==> src/rtl/alu_seq_pkg.sv <==
// rtl/alu_seq_pkg.sv - shared encodings for the sequential CR16-style ALU
//
// Purpose: opcode/opext constants, PSR flag indices, FSM state enum and the
// decoded-operation enum with the decode helper used by alu_seq.
// Ports: none (package).

package alu_seq_pkg;

  // Major opcodes. OP_REG selects the register form, which is qualified by opext.
  localparam logic [3:0] OP_REG   = 4'b0000;
  localparam logic [3:0] OP_ADDI  = 4'b0101;
  localparam logic [3:0] OP_ADDUI = 4'b0110;
  localparam logic [3:0] OP_ADDCI = 4'b0111;
  localparam logic [3:0] OP_SUBI  = 4'b1001;
  localparam logic [3:0] OP_CMPI  = 4'b1011;

  // Register-form extensions.
  localparam logic [3:0] EXT_AND  = 4'b0001;
  localparam logic [3:0] EXT_OR   = 4'b0010;
  localparam logic [3:0] EXT_XOR  = 4'b0011;
  localparam logic [3:0] EXT_ADD  = 4'b0101;
  localparam logic [3:0] EXT_ADDU = 4'b0110;
  localparam logic [3:0] EXT_ADDC = 4'b0111;
  localparam logic [3:0] EXT_SUB  = 4'b1001;
  localparam logic [3:0] EXT_CMP  = 4'b1011;
  localparam logic [3:0] EXT_MUL  = 4'b1110;

  // PSR bit positions within CLFZN.
  localparam int C_IDX = 4;
  localparam int L_IDX = 3;
  localparam int F_IDX = 2;
  localparam int Z_IDX = 1;
  localparam int N_IDX = 0;

  typedef enum logic {IDLE, MUL} state_t;

  typedef enum logic [3:0] {
    DEC_ILL, DEC_ADD, DEC_ADDU, DEC_ADDC, DEC_SUB,
    DEC_CMP, DEC_AND, DEC_OR, DEC_XOR, DEC_MUL
  } dec_op_t;

  // Immediate forms ignore opext entirely.
  function automatic dec_op_t decode(input logic [3:0] opcode, input logic [3:0] opext);
    dec_op_t d;
    d = DEC_ILL;
    case (opcode)
      OP_REG: begin
        case (opext)
          EXT_AND:  d = DEC_AND;
          EXT_OR:   d = DEC_OR;
          EXT_XOR:  d = DEC_XOR;
          EXT_ADD:  d = DEC_ADD;
          EXT_ADDU: d = DEC_ADDU;
          EXT_ADDC: d = DEC_ADDC;
          EXT_SUB:  d = DEC_SUB;
          EXT_CMP:  d = DEC_CMP;
          EXT_MUL:  d = DEC_MUL;
          default:  d = DEC_ILL;
        endcase
      end
      OP_ADDI:  d = DEC_ADD;
      OP_ADDUI: d = DEC_ADDU;
      OP_ADDCI: d = DEC_ADDC;
      OP_SUBI:  d = DEC_SUB;
      OP_CMPI:  d = DEC_CMP;
      default:  d = DEC_ILL;
    endcase
    return d;
  endfunction

endpackage

==> src/rtl/alu_seq_mul.sv <==
// rtl/alu_seq_mul.sv - iterative shift-add multiplier, one step per cycle
//
// Purpose: low WIDTH bits of a*b, computed over STEPS cycles after start.
// Ports:
//   clk, reset_n   clock, synchronous active-low reset
//   start          latch a/b, clear accumulator, begin stepping
//   a, b           multiplicand, multiplier
//   done           high during the final step; product is valid in that cycle
//   product        accumulator including the current step's contribution

module alu_seq_mul #(
  parameter int WIDTH = 16,
  parameter int STEPS = WIDTH
) (
  input  logic             clk,
  input  logic             reset_n,
  input  logic             start,
  input  logic [WIDTH-1:0] a,
  input  logic [WIDTH-1:0] b,
  output logic             done,
  output logic [WIDTH-1:0] product
);

  localparam int CW = $clog2(STEPS);

  logic [WIDTH-1:0] mcand;
  logic [WIDTH-1:0] mplier;
  logic [WIDTH-1:0] acc;
  logic [CW-1:0]    cnt;
  logic             busy;

  // Product is exposed combinationally so the owner can capture the
  // final step's result on the same edge that retires the operation.
  assign product = acc + (mplier[0] ? mcand : '0);
  assign done    = busy && (cnt == CW'(STEPS - 1));

  always_ff @(posedge clk) begin
    if (!reset_n) begin
      mcand  <= '0;
      mplier <= '0;
      acc    <= '0;
      cnt    <= '0;
      busy   <= 1'b0;
    end else if (start) begin
      mcand  <= a;
      mplier <= b;
      acc    <= '0;
      cnt    <= '0;
      busy   <= 1'b1;
    end else if (busy) begin
      acc    <= product;
      mcand  <= mcand << 1;
      mplier <= mplier >> 1;
      cnt    <= cnt + 1'b1;
      if (done) busy <= 1'b0;
    end
  end

endmodule

==> src/rtl/alu_seq.sv <==
// rtl/alu_seq.sv - registered CR16-style ALU with PSR and iterative MUL
//
// Purpose: decodes one operation per accepted handshake, updates S and the
// persistent PSR {C,L,F,Z,N}; MUL runs multi-cycle in alu_seq_mul.
// Ports:
//   clk, reset_n         clock, synchronous active-low reset
//   in_valid, in_ready   operation handshake (in_ready high only in IDLE)
//   A, B                 operands
//   opcode, opext        CR16 major opcode / extension
//   out_valid            one-cycle pulse when S/CLFZN/illegal are valid
//   S, CLFZN, illegal    result, PSR flags, unsupported-op indicator

module alu_seq
  import alu_seq_pkg::*;
#(
  parameter int WIDTH      = 16,
  parameter int MUL_CYCLES = WIDTH
) (
  input  logic             clk,
  input  logic             reset_n,
  input  logic             in_valid,
  output logic             in_ready,
  input  logic [WIDTH-1:0] A,
  input  logic [WIDTH-1:0] B,
  input  logic [3:0]       opcode,
  input  logic [3:0]       opext,
  output logic             out_valid,
  output logic [WIDTH-1:0] S,
  output logic [4:0]       CLFZN,
  output logic             illegal
);

  state_t           state, next_state;
  dec_op_t          dec;
  logic             accept;
  logic             mul_start;
  logic             mul_done;
  logic [WIDTH-1:0] mul_product;
  logic [4:0]       psr;

  logic             cin;
  logic [WIDTH:0]   add_res;
  logic [WIDTH:0]   sub_res;
  logic             add_ovf;
  logic             sub_ovf;
  logic [WIDTH-1:0] s_next;
  logic [4:0]       flags_next;
  logic             ill_next;

  assign dec      = decode(opcode, opext);
  assign in_ready = (state == IDLE);
  assign accept   = in_valid && in_ready;
  assign CLFZN    = psr;

  // ADDC sees the carry left by the previous op, so chained ADDCs propagate.
  assign cin     = (dec == DEC_ADDC) ? psr[C_IDX] : 1'b0;
  assign add_res = {1'b0, A} + {1'b0, B} + {{WIDTH{1'b0}}, cin};
  assign sub_res = {1'b0, A} - {1'b0, B};
  // Subtract overflow uses ~B's sign, i.e. operand signs must differ.
  assign add_ovf = (A[WIDTH-1] == B[WIDTH-1]) && (add_res[WIDTH-1] != A[WIDTH-1]);
  assign sub_ovf = (A[WIDTH-1] != B[WIDTH-1]) && (sub_res[WIDTH-1] != A[WIDTH-1]);

  always_ff @(posedge clk) begin
    if (!reset_n) state <= IDLE;
    else          state <= next_state;
  end

  always_comb begin
    next_state = state;
    mul_start  = 1'b0;
    case (state)
      IDLE: begin
        if (accept && dec == DEC_MUL) begin
          next_state = MUL;
          mul_start  = 1'b1;
        end
      end
      MUL: begin
        if (mul_done) next_state = IDLE;
      end
    endcase
  end

  always_comb begin
    s_next     = S;
    flags_next = psr;
    ill_next   = 1'b0;
    case (dec)
      DEC_ADD: begin
        s_next            = add_res[WIDTH-1:0];
        flags_next[F_IDX] = add_ovf;
        flags_next[Z_IDX] = (add_res[WIDTH-1:0] == '0);
      end
      DEC_ADDU: begin
        s_next            = add_res[WIDTH-1:0];
        flags_next[C_IDX] = add_res[WIDTH];
        flags_next[Z_IDX] = (add_res[WIDTH-1:0] == '0);
      end
      DEC_ADDC: begin
        s_next            = add_res[WIDTH-1:0];
        flags_next[C_IDX] = add_res[WIDTH];
        flags_next[F_IDX] = add_ovf;
        flags_next[Z_IDX] = (add_res[WIDTH-1:0] == '0);
      end
      DEC_SUB: begin
        s_next            = sub_res[WIDTH-1:0];
        flags_next[C_IDX] = sub_res[WIDTH];
        flags_next[F_IDX] = sub_ovf;
        flags_next[Z_IDX] = (sub_res[WIDTH-1:0] == '0);
      end
      DEC_CMP: begin
        flags_next[Z_IDX] = (A == B);
        flags_next[L_IDX] = (B < A);
        flags_next[N_IDX] = ($signed(B) < $signed(A));
      end
      DEC_AND: s_next = A & B;
      DEC_OR:  s_next = A | B;
      DEC_XOR: s_next = A ^ B;
      DEC_ILL: ill_next = 1'b1;
      default: ;
    endcase
  end

  always_ff @(posedge clk) begin
    if (!reset_n) begin
      S         <= '0;
      psr       <= '0;
      out_valid <= 1'b0;
      illegal   <= 1'b0;
    end else begin
      out_valid <= 1'b0;
      illegal   <= 1'b0;
      if (accept && dec != DEC_MUL) begin
        S         <= s_next;
        psr       <= flags_next;
        out_valid <= 1'b1;
        illegal   <= ill_next;
      end else if (state == MUL && mul_done) begin
        S         <= mul_product;
        out_valid <= 1'b1;
      end
    end
  end

  alu_seq_mul #(
    .WIDTH (WIDTH),
    .STEPS (MUL_CYCLES)
  ) u_mul (
    .clk     (clk),
    .reset_n (reset_n),
    .start   (mul_start),
    .a       (A),
    .b       (B),
    .done    (mul_done),
    .product (mul_product)
  );

endmodule
==> config.mk <==
export PLATFORM = sky130hd
export DESIGN_NAME = alu_seq
export DESIGN_NICKNAME = d
export VERILOG_FILES = /design/src/rtl/alu_seq_pkg.sv /design/src/rtl/alu_seq_mul.sv /design/src/rtl/alu_seq.sv
export SDC_FILE = /design/constraint.sdc
export NUM_CORES = 1
export LEC_CHECK = 0
export CAP_MARGIN = 20
export CORE_AREA = 2 2 195 101
export DETAILED_ROUTE_END_ITERATION = 12
export DIE_AREA = 0 0 197 103
export SLEW_MARGIN = 15
export SYNTH_ARGS = -nofsm -noshare
export SYNTH_HDL_FRONTEND = slang
export SYNTH_SLANG_ARGS = --single-unit
==> constraint.sdc <==
create_clock -name clk -period 12.8 [get_ports clk]
set_clock_uncertainty 0.1 [all_clocks]
set_input_delay 3.2 -clock clk [delete_from_list [all_inputs] [get_ports clk]]
set_output_delay 3.2 -clock clk [all_outputs]
set_load 0.05 [all_outputs]
## Word level (Yosys, flattened, before mapping)

Memories as Yosys holds them, arrays and structs flattened.
Index checks and enable logic that the tools add are counted.

| cells by class | value |
|---|---|
| $lt $le $gt $ge | 2 |
| reductions and logical operators | 26 |
| mux-type cells | 22 |
| bitwise operators | 5 |
| $mul | 0 |
| add/sub/neg operators | 5 |
| divide/modulo/power cells | 0 |
| shifts and indexed selects | 0 |
| equality and inequality tests | 22 |

Operator list:

| operator | number |
|---|---|
| $mux 16 | 7 |
| $pmux 16 s5 | 1 |
| $logic_not 16->1 | 2 |
| $lt 16x16->1 | 2 |
| $eq 4x3->1 const B | 7 |
| $pmux 4 s6 | 1 |
| $eq 4x4->1 const B | 5 |
| $add 16x16->17 | 1 |
| $add 17x1->17 | 1 |
| $sub 16x16->17 | 1 |
| $add 16x16->16 | 1 |
| $and 16x16->16 | 1 |
| $eq 16x16->1 | 1 |
| $or 16x16->16 | 1 |
| $xor 16x16->16 | 1 |
| $reduce_and 2->1 | 6 |
| $mux 1 | 9 |
| $eq 4x2->1 const B | 2 |
| $logic_not 4->1 | 2 |
| $reduce_bool 2->1 | 4 |
| $logic_and 1x1->1 | 7 |
| $ne 6x2->1 const B | 1 |
| $pmux 1 s2 | 3 |
| $reduce_or 2->1 | 3 |
| other kinds (9) | 12 |

| storage, ports and cells | value |
|---|---|
| register bits after elaboration | 77 |
| latch bits | 0 |
| output and inout port bits | 24 |
| logic and storage cells | 96 |
| RAM bits | 0 |
| memories kept | 1 |
| input bits | 43 |
| memory bits (read-only) | 64 |

Memory list:

| memory | words | bits a word | read ports | clocked after Yosys merged registers in | write ports | line | source |
|---|---|---|---|---|---|---|---|
| (name not given) | 16 | 4 | 1 | 0 | 0 | alu_seq_pkg.sv:48 | `case (opext)` |

## Longest topological paths before layout

| logic depth | value |
|---|---|
| depth in word-level cells | 8 |
| depth in mapped cells | 18 |
| depth with buffers taken out | 18 |

## By module

Synthesis repeated with hierarchy kept, for this count alone.

| unflattened totals | value |
|---|---|
| cells, all modules | 1032 |
| area, all modules | 7940.1 um2 |

Modules (own cells, without submodules):

| module | times used | area each (um2) | sequential area each (um2) | cells each |
|---|---|---|---|---|
| alu_seq | 1 | 4653.2 | 480.5 | 640 |
| alu_seq_mul | 1 | 3286.9 | 1061.0 | 392 |

## Worst setup path before layout

No wires, ideal clock.

| timing path | value |
|---|---|
| kind | input -> register |
| start point | input opcode[3] |
| end point | register psr[1], in the netlist CLFZN[1] |
| library setup time | 0.070 ns |
| required time | 12.630 ns |
| buffers on the path | 2 |
| stages on the path | 17 |
| arrival time | 7.247 ns |
| slack | 5.383 ns |
| path through | buf_2 > or4_4 > o2bb2ai_2 > buf_2 > and2_1 > nand4_1 > fa_1 > fa_1 > nor2b_1 > o21ai_1 > and2b_1 > xnor2_1 > or4_1 > nor4b_1 > nand4_1 > or4_1 > a21oi_1 |

| between the ends | value |
|---|---|
| longest elaborated chain between the ends | 7 |
| elaborated cells on any way between the ends | 21 |
| classes of those cells | add/sub: 1; eq/ne: 11; mux: 3; reduce/logical: 6 |

RTL lines:

| element | line | source |
|---|---|---|
| start: declaration | alu_seq.sv:25 | `input logic [3:0] opcode,` |
| $eq 4x4->1 (tied with other cells) | alu_seq_pkg.sv:46 | `case (opcode)` |
| $pmux 4 s6 (*) | alu_seq_pkg.sv:46 |  |
| $eq 4x2->1 | alu_seq.sv:56, alu_seq.sv:88 |  |
| $mux 1 | alu_seq.sv:56 | `assign cin = (dec == DEC_ADDC) ? psr[C_IDX] : 1'b0;` |
| $add 17x1->17 | alu_seq.sv:57 | `assign add_res = {1'b0, A} + {1'b0, B} + {{WIDTH{1'b0}}, cin};` |
| $logic_not 16->1 | alu_seq.sv:92, alu_seq.sv:97, alu_seq.sv:103 |  |
| $pmux 1 s3 | alu_seq.sv:88 | `case (dec)` |
| end signal: assignment | alu_seq.sv:135 | `psr <= flags_next;` |
| end: declaration | alu_seq.sv:39 | `logic [4:0] psr;` |

Every way passes the cells marked *; elsewhere a longest branch is shown, timed or not.
A chain may end at the register's enable or synchronous reset.

## Worst setup path in the final report

Ends and elaborated chain as after synthesis.

==> impl_metrics.py <==
metrics = {
    "status": {
        "outcome": "finished clean",
    },
    "routing": {
        "via_per_inst": 5.87,
        "final_antenna_net_count": 0,
        "drt_wl_total_um": 25600,
        "firstDrtPassIters": 6,
        "post_drt_wl_per_cell_um": 20.8,
        "detail_route.iter0.violations": 845,
        "via_count": 7223,
        "detail_route.drc_violations": 0,
    },
    "power_and_ir_drop": {
        "p_leak_nw": 3.83,
        "combPwrFrac_pct": 30.3,
        "switching_power_mw": 0.269,
        "power.clock.fraction_pct": 37.8,
        "power_share_of_the_sequential_group_pct": 31.9,
        "internal_power_mw": 0.505,
        "switching_share_pct": 34.7,
        "vdd_drop_max_mv": 0.0627,
        "power.density_cell_area_nw_per_um2": 89.7,
    },
    "synthesis": {
        "ys_ff_latch": 77,
        "synthesis.area_um2": 7530,
        "syn-mean-instance-area_um2": 7.92,
        "seq_area_frac_synth_pct": 20.5,
        "synth.top_cells.by_area": "dfxtp_1 20%, ha_1 14%, mux2i_1 6.5%",
        "synth_largest_type_area_fraction_pct": 20.5,
        "yosysWarnings": 0,
        "synth_enable_flop_cells": 0,
        "synthMostInstantiatedCell": "nand2_1",
        "synth.largest_area_cell": "dfxtp_1",
        "synth_cells": 951,
        "netlist_cell_types": 82,
        "asyncSetResetFlopFracSynth_pct": 0,
        "synth_nets": 1080,
        "synth_common_cells": "83 x nand2_1, 82 x ha_1, 81 x nor2_1, 77 x dfxtp_1, 63 x a21oi_1",
        "ys_dominant_reg_cell": "dfxtp_1",
    },
    "setup_path": {
        "crit_fanout": 40,
        "cp-start-kind": "input port",
        "crit_path_cell_trace": "clkdlybuf4s50_1, or4_4, o2bb2ai_2, buf_4, and2_1, nand4_1, fa_1, fa_1, nor2b_1, o21ai_1, and2b_1, xnor2_1, or4_1, nor4b_1, nand4_1, or4_1, a21oi_1",
        "cp.arrival_ns": 8.48,
        "timing.critical_path.slowest_stage_cell": "clkdlybuf4s50_1",
        "cp_num_buf_inv": 2,
        "r2r_start": "u_mul.mplier[0]",
        "timing.rr.end": "S[15]",
        "r2r.worst_path.cells": 12,
        "critPathMaxStageDelay_ns": 0.60,
        "timing.setup.critical_path_class": "in -> reg",
        "critical_path_required_ns": 12.98,
        "crit_path_end_kind": "flop",
        "cpLargestDelayFamily": "simple AND/OR/NAND/NOR gates",
        "setup.reg_to_reg.worst_slack_ns": 8.84,
    },
    "finish": {
        "final_nets": 1108,
        "drive_gt1_share_pct": 5.49,
        "layout.core_utilization_pct": 45.8,
        "area_growth_pct": 14.5,
        "insertedDiodeCount": 0,
    },
    "timing": {
        "max-slew-margin-rel_pct": 19.3,
        "timing.final.crit_period_ns": 8.29,
        "max_clock_freq_ghz": 0.121,
        "setup_viol": 0,
        "finalHoldViolCount": 0,
        "rsz_0062_raised_after_global_routing": "no",
        "tns_ns": 0,
        "final-max-slew-violation-count": 0,
        "tightestPinTransition_ns": 1.19,
        "timing.final.crit_share_pct": 64.8,
    },
    "place": {
        "hpwlAfterDp_um": 19600,
        "portBuffers": 66,
        "globalplace.congestion": 0.956,
    },
    "clock_network": {
        "cts_setup_buffers": 0,
        "clock_sinks": 77,
        "cts.path.max_buffers": 2,
        "cts-buffers-inserted": 9,
        "cts_tree": "yes",
        "cts_root_buf": "clkbuf_16",
        "clk_latency_ns": 0.35,
        "cts.hold.buffers_added": 0,
        "cts_htree_levels": 3,
        "clk_pin_slew_ns": 0.07,
        "resized_cells_post_cts": 0,
    },
    "die": {
        "start_util_pct": 40.0,
        "fp.coreArea_um2": 18800,
        "die_height_um": 103,
        "design.die.area_um2": 20300,
        "floorplan.die.width_um": 197,
        "ioPinCount": 67,
        "std_cell_rows": 36,
    },
    "global_routing": {
        "grt_start_max_net_pins": 68,
        "grtUsageTotal_pct": 25.8,
        "grt_antenna_before_repair": 0,
        "grt.overflow.total": 0,
        "via_count_of_the_first_global_routing_pass": 6457,
        "grt_first_pass_wirelength_um": 39200,
    },
    "job": {
        "max_cap_viol_count": 0,
    },
    "worst_hold_path": {
        "timing.hold.worst.start": "S[6]",
        "min_path_type": "reg -> reg",
        "worstHoldPathCells": 2,
        "hold_path_end": "S[6]",
    },
}
[cell families after synthesis]
kind of cell	after synthesis	synth area share, %
mux	49	6.51
flops	77	20.5
compound gates	290	28.2
simple gates	296	19.3
fa+ha+maj	86	14.7
xor+xnor	38	4.42
buf+inv	115	6.43
[worst max-delay path by stage]
stage          startpoint       end  slack [ns]  depth (start not counted)
2_1_floorplan   opcode[3]  CLFZN[1]        5.38                         17
3_3_place_gp    opcode[0]  CLFZN[1]        4.35                         17
3_5_place_dp    opcode[3]  CLFZN[1]        4.19                         17
4_1_cts         opcode[3]  CLFZN[1]        4.56                         17
5_1_grt         opcode[3]  CLFZN[1]        4.30                         17
6_report        opcode[3]  CLFZN[1]        4.51                         17
[per-stage QoR]
| step | hold WS [ns] | worst slack, ns | area, um2 | power, mW | std cells |
|---|---|---|---|---|---|
| after CTS | 0.356 | 4.56 | 8630 | 0.773 | 1231 |
| after global placement | 0.347 | 4.35 | 8290 | 0.479 | 1215 |
| after global routing | 0.372 | 4.30 | 8630 | 0.809 | 1231 |
| final | 0.353 | 4.51 | 8630 | 0.774 | 1231 |
| after floorplan | 0.357 | 5.38 | 7530 | 0.404 | 951 |
| after detailed placement | 0.346 | 4.19 | 8290 | 0.479 | 1215 |
[layout by cell type (no fill, tap or decap), drive strengths merged, types with 8 or more instances in the layout]
cell / netlist / layout
nand2: 85 / 85
ha: 82 / 82
nor2: 82 / 82
dfxtp: 77 / 77
clkdlybuf4s50: 0 / 65
a21oi: 65 / 65
inv: 58 / 59
mux2i: 49 / 49
o21ai: 44 / 44
o211a: 34 / 34
xnor2: 28 / 28
and2: 22 / 22
nand3: 20 / 20
a211oi: 17 / 17
o211ai: 16 / 16
nor2b: 15 / 15
nor3: 14 / 14
a31oi: 13 / 13
a21o: 13 / 13
a21boi: 13 / 13
xor2: 10 / 10
o21a: 10 / 10
nand2b: 10 / 10
clkbuf: 30 / 10
and3: 8 / 8
buf: 26 / 8
[power by group through the flow]
| stage | registers, mW | logic (mW) | clock network [mW] |
|---|---|---|---|
| floorplan | 0.267 | 0.136 | 0 |
| global placement | 0.253 | 0.227 | 0 |
| detailed placement | 0.253 | 0.226 | 0 |
| CTS | 0.247 | 0.227 | 0.298 |
| global route | 0.247 | 0.252 | 0.310 |
| finish | 0.247 | 0.235 | 0.292 |
[final cells by class]
cell class                      instances  area [um2]
Fill cell                            1865       10200
Multi-Input combinational cell        759        5510
Inverter                               59         221
Sequential cell                        77        1540
Tap cell                              247         309
Clock inverter                          6        93.8
Clock buffer                           10         239
Timing Repair Buffer                   73         708
[worst reg2reg max path, delay by kind of cell, from the launching register on]
family,cells,cell delay [ns]
xor gates and xnor gates,2,0.41
AOI/OAI and AO/OA,5,1.90
buffers and inverters,1,0.09
DFF,1,0.75
and+or+nand+nor,3,0.37
adders and majority gates,1,0.23
[sequential cells by signal, summed over array words and instances (netlist names), 4 cells and up]
register	cells
u_mul.cnt	4
S	16
u_mul.acc	16
u_mul.mcand	16
u_mul.mplier	16
CLFZN	5
[layer usage]
metal / up-vias / GRT usage (%) / part of all wire (%)
met5: - / 3.24 / 0.36
met4: 2 / 3.76 / 0.61
met3: 16 / 8.15 / 12
met2: 391 / 31.4 / 35
met1: 3327 / 41.9 / 52
li1: 3487 / - / -
(Power assumes the default switching activity.)
